`src/rtl/fpu_pkg.sv`:
```
// Shared FP issue definitions: op encodings, rounding modes, flag positions,
// and per-op latency lookup.
package fpu_pkg;

    localparam logic [6:0] FADD_S   = 7'b0000000;
    localparam logic [6:0] FSUB_S   = 7'b0000100;
    localparam logic [6:0] FMUL_S   = 7'b0001000;
    localparam logic [6:0] FMADD_S  = 7'b1000011;
    localparam logic [6:0] FMSUB_S  = 7'b1000111;
    localparam logic [6:0] FNMSUB_S = 7'b1001011;
    localparam logic [6:0] FNMADD_S = 7'b1001111;

    localparam logic [2:0] RNE = 3'b000;
    localparam logic [2:0] RTZ = 3'b001;
    localparam logic [2:0] RDN = 3'b010;
    localparam logic [2:0] RUP = 3'b011;
    localparam logic [2:0] RMM = 3'b100;
    localparam logic [2:0] DYN = 3'b111;

    localparam int FLAG_NV = 4;
    localparam int FLAG_DZ = 3;
    localparam int FLAG_OF = 2;
    localparam int FLAG_UF = 1;
    localparam int FLAG_NX = 0;

    // Latency field width; a latency of 0 marks an unsupported op.
    localparam int LAT_W = 3;

    function automatic logic [LAT_W-1:0] op_latency(input logic [6:0] funct7);
        logic [LAT_W-1:0] lat;
        case (funct7)
            FADD_S, FSUB_S:                         lat = LAT_W'(4);
            FMUL_S:                                 lat = LAT_W'(5);
            FMADD_S, FMSUB_S, FNMADD_S, FNMSUB_S:   lat = LAT_W'(6);
            default:                                lat = '0;
        endcase
        return lat;
    endfunction

    function automatic logic is_fma(input logic [6:0] funct7);
        return (funct7 == FMADD_S) || (funct7 == FMSUB_S) ||
               (funct7 == FNMADD_S) || (funct7 == FNMSUB_S);
    endfunction

endpackage

```
`src/rtl/fpu_issue_ctrl_slot_queue.sv`:
```
// Completion slot queue: one entry per future cycle. Entry 1 is the head
// (the op whose result is due this cycle); everything shifts down each clock.
module fpu_slot_queue
    import fpu_pkg::*;
#(
    parameter int MAX_LAT = 6
) (
    input  logic             clk,
    input  logic             rst,
    input  logic             ins_en,
    input  logic [LAT_W-1:0] ins_lat,
    input  logic [4:0]       ins_rd,
    input  logic             kill_all,
    output logic             head_valid,
    output logic             head_kill,
    output logic [4:0]       head_rd,
    output logic [MAX_LAT:0] occ_next
);

    // One spare always-empty entry above the top keeps the shift uniform.
    logic [MAX_LAT+1:1] valid_q;
    logic [MAX_LAT+1:1] kill_q;
    logic [4:0]         rd_q [1:MAX_LAT+1];

    // Shift toward the head, mark everything killed on flush, insert at L.
    always_ff @(posedge clk) begin
        if (rst) begin
            valid_q <= '0;
            kill_q  <= '0;
            for (int i = 1; i <= MAX_LAT + 1; i++) rd_q[i] <= '0;
        end else begin
            for (int i = 1; i <= MAX_LAT; i++) begin
                if (ins_en && (ins_lat == LAT_W'(i))) begin
                    valid_q[i] <= 1'b1;
                    kill_q[i]  <= 1'b0;
                    rd_q[i]    <= ins_rd;
                end else begin
                    valid_q[i] <= valid_q[i+1];
                    kill_q[i]  <= kill_q[i+1] | kill_all;
                    rd_q[i]    <= rd_q[i+1];
                end
            end
            valid_q[MAX_LAT+1] <= 1'b0;
            kill_q[MAX_LAT+1]  <= 1'b0;
            rd_q[MAX_LAT+1]    <= '0;
        end
    end

    assign head_valid = valid_q[1];
    assign head_kill  = kill_q[1];
    assign head_rd    = rd_q[1];
    // Bit i: slot i would be occupied after this cycle's shift. Bit 0 unused.
    assign occ_next   = {valid_q[MAX_LAT+1:2], 1'b0};

endmodule

```
`src/rtl/fpu_issue_ctrl.sv`:
```
// FP issue controller: hazard/slot checks, single-pulse issue to the FPU,
// fixed-latency completion tracking, writeback and sticky fflags.
module fpu_issue_ctrl
    import fpu_pkg::*;
#(
    parameter int MAX_LAT = 6,
    parameter int NREG    = 32
) (
    input  logic        clk,
    input  logic        rst,
    input  logic        in_valid,
    output logic        in_ready,
    input  logic [6:0]  in_funct7,
    input  logic [2:0]  in_funct3,
    input  logic [4:0]  in_rd,
    input  logic [4:0]  in_rs1,
    input  logic [4:0]  in_rs2,
    input  logic [4:0]  in_rs3,
    input  logic [31:0] in_rs1_data,
    input  logic [31:0] in_rs2_data,
    input  logic [31:0] in_rs3_data,
    input  logic [2:0]  csr_frm,
    input  logic        flush,
    output logic        fpu_op,
    output logic [31:0] fpu_rs1_data,
    output logic [31:0] fpu_rs2_data,
    output logic [31:0] fpu_rs3_data,
    output logic [6:0]  fpu_funct7,
    output logic [2:0]  fpu_funct3,
    output logic [2:0]  fpu_frm,
    input  logic [31:0] fpu_result,
    input  logic [4:0]  fpu_flags,
    input  logic        fpu_ready,
    output logic        wb_valid,
    output logic [4:0]  wb_rd,
    output logic [31:0] wb_data,
    output logic [4:0]  fflags_acc,
    input  logic        fflags_clr,
    output logic        illegal_op,
    output logic        protocol_err
);

    localparam int IGN_W = $clog2(MAX_LAT + 1);

    logic [NREG-1:0]  busy;
    logic [NREG-1:0]  busy_nxt;
    logic             clr_pend;
    logic [4:0]       clr_rd;
    logic [IGN_W-1:0] ign_cnt;

    logic [LAT_W-1:0] lat;
    logic [2:0]       rm;
    logic             fma;
    logic             legal;
    logic             hazard;
    logic             slot_hit;
    logic             issue;

    logic             head_valid;
    logic             head_kill;
    logic [4:0]       head_rd;
    logic [MAX_LAT:0] occ_next;
    logic             live_head;
    logic             done_ok;
    logic             perr_evt;

    fpu_slot_queue #(.MAX_LAT(MAX_LAT)) u_slot_queue (
        .clk        (clk),
        .rst        (rst),
        .ins_en     (issue),
        .ins_lat    (lat),
        .ins_rd     (in_rd),
        .kill_all   (flush),
        .head_valid (head_valid),
        .head_kill  (head_kill),
        .head_rd    (head_rd),
        .occ_next   (occ_next)
    );

    // Decode, hazard and slot checks, and the accept/issue decision.
    always_comb begin
        lat      = op_latency(in_funct7);
        fma      = is_fma(in_funct7);
        rm       = (in_funct3 == DYN) ? csr_frm : in_funct3;
        legal    = (lat != '0) && (rm <= RMM);
        hazard   = busy[in_rs1] | busy[in_rs2] | busy[in_rd] | (fma & busy[in_rs3]);
        slot_hit = occ_next[lat];
        // Illegal ops are consumed regardless of hazards; they never enter the pipe.
        in_ready = ~rst & ~flush & (~legal | (~hazard & ~slot_hit));
        issue    = in_valid & in_ready & legal;
    end

    assign fpu_op       = issue;
    assign fpu_rs1_data = issue ? in_rs1_data : '0;
    assign fpu_rs2_data = issue ? in_rs2_data : '0;
    assign fpu_rs3_data = issue ? in_rs3_data : '0;
    assign fpu_funct7   = issue ? in_funct7   : '0;
    assign fpu_funct3   = issue ? rm          : '0;
    assign fpu_frm      = fpu_funct3;

    // Head-of-queue completion; a flush this cycle kills the head as well.
    always_comb begin
        live_head = head_valid & ~head_kill & ~flush;
        done_ok   = live_head & fpu_ready;
        perr_evt  = (live_head & ~fpu_ready) |
                    (~head_valid & fpu_ready & (ign_cnt == '0));
    end

    // Busy scoreboard next value: clears lag writeback by one cycle.
    always_comb begin
        busy_nxt = busy;
        if (clr_pend) busy_nxt[clr_rd] = 1'b0;
        if (issue)    busy_nxt[in_rd]  = 1'b1;
        if (flush)    busy_nxt         = '0;
    end

    // Scoreboard, writeback, flag accumulation and error state.
    always_ff @(posedge clk) begin
        if (rst) begin
            busy         <= '0;
            clr_pend     <= 1'b0;
            clr_rd       <= '0;
            wb_valid     <= 1'b0;
            wb_rd        <= '0;
            wb_data      <= '0;
            fflags_acc   <= '0;
            illegal_op   <= 1'b0;
            protocol_err <= 1'b0;
            ign_cnt      <= IGN_W'(MAX_LAT);
        end else begin
            busy       <= busy_nxt;
            illegal_op <= in_valid & in_ready & ~legal;
            wb_valid   <= done_ok;
            if (done_ok) begin
                wb_rd   <= head_rd;
                wb_data <= fpu_result;
            end
            fflags_acc <= (fflags_clr ? 5'b0 : fflags_acc) | (done_ok ? fpu_flags : 5'b0);
            // A missing result still frees its destination register.
            clr_pend <= live_head;
            clr_rd   <= head_rd;
            if (perr_evt) protocol_err <= 1'b1;
            if (ign_cnt != '0) ign_cnt <= ign_cnt - 1'b1;
        end
    end

endmodule

```
`config.mk`:
```
export PLATFORM = sky130hd
export DESIGN_NAME = fpu_issue_ctrl
export DESIGN_NICKNAME = d
export VERILOG_FILES = /design/src/rtl/fpu_pkg.sv /design/src/rtl/fpu_issue_ctrl_slot_queue.sv /design/src/rtl/fpu_issue_ctrl.sv
export SDC_FILE = /design/constraint.sdc
export NUM_CORES = 1
export LEC_CHECK = 0
export CORE_UTILIZATION = 45
export DETAILED_ROUTE_END_ITERATION = 12
export PLACE_DENSITY = 0.84
export SLEW_MARGIN = 40
export SYNTH_ARGS = -nofsm -noshare
export SYNTH_HDL_FRONTEND = slang
export SYNTH_SLANG_ARGS = --single-unit
```
`constraint.sdc`:
```
create_clock -name clk -period 7.8 [get_ports clk]
set_input_delay 0.78 -clock clk [delete_from_list [all_inputs] [get_ports clk]]
set_output_delay 0.78 -clock clk [all_outputs]
set_load 0.1 [all_outputs]
```
==> results.md, run 1 <==
* Critical Path AT at 4.58 ns
* Max frequency at 186 MHz
* # IOs at 328
* Die area at 0.0159 mm^2
* Slew Limit Fails at 0
* Clock sinks at 128
* Status: finished, final reports clean
* P_sw at 427 uW
* Post-DR vias/cell at 5.65
* Slew HR at 0.487
* Final hold violations at 0
* RSZ-0062 raised after global routing: no
* M3 GR Usage at 0.0913
* Final design instance area without fill at 0.0101 mm^2
* Initial Utilization at 0.459
* Reg2Reg Capture Point: busy[19]$_SDFF_PP0_
* MaxCap Viol Count at 0
* Startpoint types: primary input
* Cell taking the most area after synthesis: dfxtp_1
* Maximum VDD drop at 0.149 mV
* Routed wire per std cell at 19.5 um
* Area contributors post-synth: dfxtp_1 28%, edfxtp_1 13%, and2_1 9.0%
* H-tree depth at 4
* GRT Util Overall at 0.311
* Comb power frac at 0.115
* Detailed Routing Iterations Pass 1 at 5
* Post-synth ARST share at 0
* Fin crit period at 5.36 ns
* CP Class: in -> out
* Worst flop-to-flop path startpoint: busy[7]$_SDFF_PP0_
* Clk buf depth at 2
* Layout Skew at 0.00810 ns
* Inserted Clock Buffers at 17
* Grt ovf at 0
* Share of layout cells above drive strength 1 at 0.219
* Commonest non-fill, non-tap cell in the layout: clkdlybuf4s50_1
* Area delta synth->final at 45.9%
* Total wire length at 24,600 um
* Routability Congestion at 0.956
* Internal Pwr Total at 1290 uW
* Post-synth EDFFs at 30
* Actual transition at the worst max-transition pin at 0.770 ns
* Leakage at 0.00433 uW
* Top_reg_cell synth: dfxtp_1
* Share of power burned in registers at 0.410
* Setup slack at placement at 2.52 ns
* Filler instances at 1,212
* Commonest cells after routing, fill and taps aside: 170 x clkdlybuf4s50_1, 155 x buf_2, 109 x nand2_1, 100 x and2_1, 98 x dfxtp_1
* Register area share after synthesis at 0.412
* Clk pwr share at 0.475
* Met1 Track Usage GR at 0.395
* Die height at 126 um
* CP max FO at 103
* Core Box Area at 0.0151 mm^2
* Initial antenna violation count at 0
* Crit path from: in_rd[1]
* Synth top area share at 0.282
* Yosys reg bits at 128
* Period utilisation layout at 0.688
* Worst Setup End Kind: output port
* Global-route wire length before repair at 38,200 um
* Crit path to: fpu_rs1_data[30]
* PD cells at 169 mW/mm^2
* Via Count at 7,152
* Switching share of power at 0.249
* Post-place instance area at 0.00953 mm^2
* Hold/Removal Path Class: reg -> reg
* CTS tree: done
* Resized Gates After CTS at 0
* YS warnings at 0
* DP HPWL at 17,900 um
* Worst-skew pair later-pin latency at 0.42 ns
* Hold buffers post-CTS at 0
* Met2 usage in global routing at 0.501
* Detail Route Antenna Nets at 0
* Clk slew on worst S/H paths at 0.06 ns
* Final worst slack at 2.44 ns
* Nets at 1,239
* Mapped Avg Cell Area at 9.29 um^2
* Iter 0 DRT Violations at 552
* Num rows at 45
* Post-CTS Repair Setup Buffers at 0
* WP data required at 7.02 ns
* DRC errors left at 0
* Clock root cell: clkbuf_16
* Gate Count Post-Synth at 748
* Synth Cell Area at 0.00695 mm^2
* Largest net degree at the start of global routing at 104
* Die W at 126 um
* Register-to-register setup slack at 4.76 ns
* Final setup TNS at 0 ns
* IO Port Bufs at 325
* Vias in the first global route at 6,926
* Yosys cell types at 61
* R2R depth at 7
* Final Setup Violations at 0
* GRT Max-Usage Layer: met2
* # diodes at 0
## metal layers
| layer | part of all wire | wire (um) |
|---|---|---|
| met1 | 0.40 | 9810 |
| met2 | 0.47 | 11500 |
| met3 | 0.11 | 2620 |
| met4 | 0.030 | 747 |
| met5 | 0 | 0 |
## per-stage QoR
step | hold WS (ns) | util | total power, uW | std cells
after global routing | 0.465 | 0.670 | 1760 | 1266
after global placement | 0.412 | 0.680 | 910 | 1234
after detailed placement | 0.426 | 0.629 | 909 | 1234
after floorplan | 0.411 | - | 800 | 778
final | 0.437 | 0.670 | 1710 | 1266
after CTS | 0.441 | 0.670 | 1710 | 1266
## cell type report
type	count	area, um^2	area share
multi-input combinational	576	3860	0.381
inverter	9	33.8	0.00333
clock buffer	19	475	0.0469
tap	188	235	0.0232
clock inverter	13	136	0.0134
sequential	128	2860	0.282
timing repair buffer	333	2540	0.250
## Yosys cell counts (3+ instances only)
cell	number
nand4_1	5
mux2_2	4
mux4_2	21
buf_1	4
clkbuf_1	45
a22oi_1	5
buf_2	4
o41ai_1	32
nand2_1	109
nor2b_1	35
o211ai_1	33
dfxtp_1	98
and2_2	5
and2_1	100
buf_6	6
or3b_2	3
edfxtp_1	30
buf_4	6
a311oi_1	3
inv_1	8
nand3b_1	9
o21ai_0	9
nor4_1	7
nand3_1	11
nor2_1	26
a21oi_1	46
nand2b_1	5
nor3_1	5
mux2i_1	34
## cell families after synthesis
kind of cell    after synthesis  synth area share
xor+xnor                      1           0.00126
fa+ha+maj                     2           0.00360
simple gates                337             0.262
compound gates              144             0.145
other cells                   2           0.00108
buf+inv                      74            0.0504
flops                       128             0.412
mux                          60             0.126
## worst max-delay path: stages
cell             delay (ns)
clkdlybuf4s50_1        0.95
mux4_2                 0.60
a221oi_1               0.28
a31o_1                 0.16
nand4_1                0.19
nor4_4                 0.28
buf_4                  0.60
and2_1                 0.27
buf_2                  0.44
## registers in the layout, indices dropped and copies added (netlist names), 3 cells and up
register,cells
busy,32
wb_data,32
u_slot_queue.rd_q,30
u_slot_queue.kill_q,6
u_slot_queue.valid_q,6
clr_rd,5
fflags_acc,5
wb_rd,5
ign_cnt,3
## power by group through the flow
| stage | clock network [uW] | registers, uW | logic [uW] |
|---|---|---|---|
| floorplan | 0 | 718 | 82.6 |
| global placement | 0 | 715 | 195 |
| detailed placement | 0 | 716 | 193 |
| CTS | 818 | 702 | 196 |
| global route | 850 | 703 | 210 |
| finish | 814 | 702 | 198 |
## worst min-delay path by stage
stage | startpoint | end | slack, ns | cells past startpoint
2_1_floorplan | u_slot_queue.kill_q[2]$_SDFF_PN0_ | u_slot_queue.kill_q[1]$_SDFF_PN0_ | 0.41 | 2
3_3_place_gp | u_slot_queue.kill_q[4]$_SDFF_PN0_ | u_slot_queue.kill_q[3]$_SDFF_PN0_ | 0.41 | 2
3_5_place_dp | u_slot_queue.kill_q[4]$_SDFF_PN0_ | u_slot_queue.kill_q[3]$_SDFF_PN0_ | 0.43 | 2
4_1_cts | u_slot_queue.kill_q[4]$_SDFF_PN0_ | u_slot_queue.kill_q[3]$_SDFF_PN0_ | 0.44 | 2
5_1_grt | wb_data[3]$_SDFFE_PP0P_ | wb_data[3]$_SDFFE_PP0P_ | 0.47 | 2
6_report | u_slot_queue.kill_q[4]$_SDFF_PN0_ | u_slot_queue.kill_q[3]$_SDFF_PN0_ | 0.44 | 2
Note: power is estimated with default switching activity, not from simulation.
==> inputs of run 2 (changes only) <==
--- a/config.mk
+++ b/config.mk
@@ -5,9 +5,9 @@
 export SDC_FILE = /design/constraint.sdc
 export NUM_CORES = 1
 export LEC_CHECK = 0
-export CORE_UTILIZATION = 45
+export CORE_UTILIZATION = 38
 export DETAILED_ROUTE_END_ITERATION = 12
-export PLACE_DENSITY = 0.84
+export PLACE_DENSITY = 0.75
 export SLEW_MARGIN = 40
 export SYNTH_ARGS = -nofsm -noshare
 export SYNTH_HDL_FRONTEND = slang
==> constraint.sdc (replaced) <==
create_clock -name clk -period 4.5 [get_ports clk]
set_input_delay 0.45 -clock clk [delete_from_list [all_inputs] [get_ports clk]]
set_output_delay 0.45 -clock clk [all_outputs]
set_load 0.1 [all_outputs]
==> run 2 against run 1 <==
- clock-buffer cell count increased by 1
- utilization decreased by 1.2 points
- register-to-register slack got worse by 3.3 ns
- via count decreased by 1.3%
- critical path depth unchanged
- cell count increased by 3.9%
- worst setup slack got worse by 2.1 ns
- clock power increased by 52%
- die area increased by 18%
- hold slack got worse by 0.0058 ns
- largest cell class is now buffers
==> results.md, run 2 (synthesis results as in run 1) <==
* Status: finished, final reports clean
* GRT Util Overall at 0.280
* Clk slew on worst S/H paths at 0.06 ns
* Stages on worst setup path at 9
* Largest net degree at the start of global routing at 104
* Die area at 0.0188 mm^2
* Grt ovf at 0
* RSZ-0062 raised after global routing: no
* Post-CTS Repair Setup Buffers at 0
* Num rows at 49
* Final Setup Violations at 0
* Hold Crit Depth at 1
* Die height at 137 um
* Detailed Routing Iterations Pass 1 at 6
* Die W at 137 um
* Routed wire per std cell at 20.4 um
* Fin crit period at 4.20 ns
* CTS tree: done
* Via Count at 7,062
* Iter 0 DRT Violations at 633
* Routability Congestion at 0.935
* CP max FO at 103
* DP HPWL at 20,200 um
* Post-DR vias/cell at 5.37
* Worst-skew pair later-pin latency at 0.42 ns
* PD cells at 238 mW/mm^2
* R2R depth at 7
* Max stage delay on crit path at 0.71 ns
* Nets at 1,247
* WP data required at 4.05 ns
* Critical Path AT at 3.75 ns
* H-tree depth at 4
* Slew Limit Fails at 0
* Global-route wire length before repair at 38,900 um
* Switching share of power at 0.249
* Share of power burned in registers at 0.433
* Hold/Removal Path Class: reg -> reg
* Layout Skew at 0.0104 ns
* Placed Cells at 1,283
* IO Port Bufs at 325
* Internal Pwr Total at 2110 uW
* Leakage at 0.00460 uW
* Commonest non-fill, non-tap cell in the layout: clkdlybuf4s50_1
* Startpoint types: primary input
* Final hold violations at 0
* P_sw at 701 uW
* Total power at 2810 uW
* Actual transition at the worst max-transition pin at 0.757 ns
* Vias in the first global route at 6,632
* Period utilisation layout at 0.934
* Share of layout cells above drive strength 1 at 0.223
* Hold buffers post-CTS at 0
* Bufs and invs on worst path at 3
* Max frequency at 238 MHz
* Clock sinks at 128
* Initial Utilization at 0.387
* Fin cells at 1,315
* Maximum VDD drop at 0.211 mV
* Comb power frac at 0.125
* Top Registers: busy: 32 flops, wb_data: 32 flops, u_slot_queue.rd_q: 30 flops
* Family with the most delay on the worst path: buffers and inverters
* # diodes at 0
* Cell Chain, Critical Path: clkdlybuf4s50_1 > mux4_2 > a22oi_1 > nand4_1 > or2_1 > nor4_4 > buf_12 > and2_1 > buf_12
* CP Class: in -> out
* Top cell by count, worst path: buf_12
* Clk buf depth at 2
* Core Box Area at 0.0180 mm^2
* # IOs at 328
* Detail Route Antenna Nets at 0
* CP max stage cell: clkdlybuf4s50_1
* Slew HR at 0.495
* Clock root cell: clkbuf_16
* MaxCap Viol Count at 0
* DRC errors left at 0
* Commonest cells after routing, fill and taps aside: 170 x clkdlybuf4s50_1, 109 x nand2_1, 109 x buf_12, 100 x and2_1, 98 x dfxtp_1
* Initial antenna violation count at 0
* Final setup TNS at 0 ns
* Area delta synth->final at 69.9%
* Worst Setup End Kind: output port
* Total wire length at 26,900 um
* Clk pwr share at 0.442
* Resized Gates After CTS at 0
* Inserted Clock Buffers at 17
[run 2: per-layer routing]
layer,GRT usage,wire (um)
met1,0.331,10200
met2,0.485,12900
met3,0.0946,3250
met4,0.0690,498
met5,0,0
[run 2: final cells by class]
| class | instances | area, um^2 |
|---|---|---|
| Fill cell | 1447 | 6150 |
| Timing Repair Buffer | 341 | 4230 |
| Multi-Input combinational cell | 576 | 3860 |
| Sequential cell | 128 | 2860 |
| Clock buffer | 20 | 447 |
| Tap cell | 229 | 287 |
| Clock inverter | 12 | 86.3 |
| Inverter | 9 | 33.8 |
[run 2: power by group through the flow]
stage                     Clock (uW)  Combinational, uW  Sequential, uW
after global routing            1300                375            1220
after detailed placement           0                345            1240
final                           1240                353            1220
after floorplan                    0                143            1240
after CTS                       1250                350            1220
after global placement             0                345            1240
[run 2: worst reg2reg max path, delay by kind of cell (launching register included)]
family                 cells  cell delay, ns
and+or+nand+nor            3            1.07
AOI/OAI and AO/OA          2            0.69
muxes                      1            0.49
DFF                        1            0.38
buffers and inverters      1            0.30
[run 2: path summary, 6_finish.rpt]
kind / startpoint / end / slack, ns
worst min-delay path: u_slot_queue.valid_q[2]$_SDFF_PP0_ / u_slot_queue.valid_q[1]$_SDFF_PP0_ / 0.43
worst min register to register: u_slot_queue.valid_q[2]$_SDFF_PP0_ / u_slot_queue.valid_q[1]$_SDFF_PP0_ / 0.43
worst max-delay path: in_rs1[0] / fpu_rs3_data[14] / 0.30
worst max register to register: busy[6]$_SDFF_PP0_ / busy[28]$_SDFF_PP0_ / 1.44
[run 2: through the flow]
step	setup slack, ns	util	hold WS, ns	area (um^2)
2_1_floorplan	-0.953	-	0.411	7060
3_3_place_gp	0.377	0.640	0.414	11500
3_5_place_dp	0.362	0.628	0.420	11300
4_1_cts	0.345	0.658	0.428	11800
5_1_grt	0.164	0.658	0.453	11800
6_report	0.297	0.658	0.431	11800
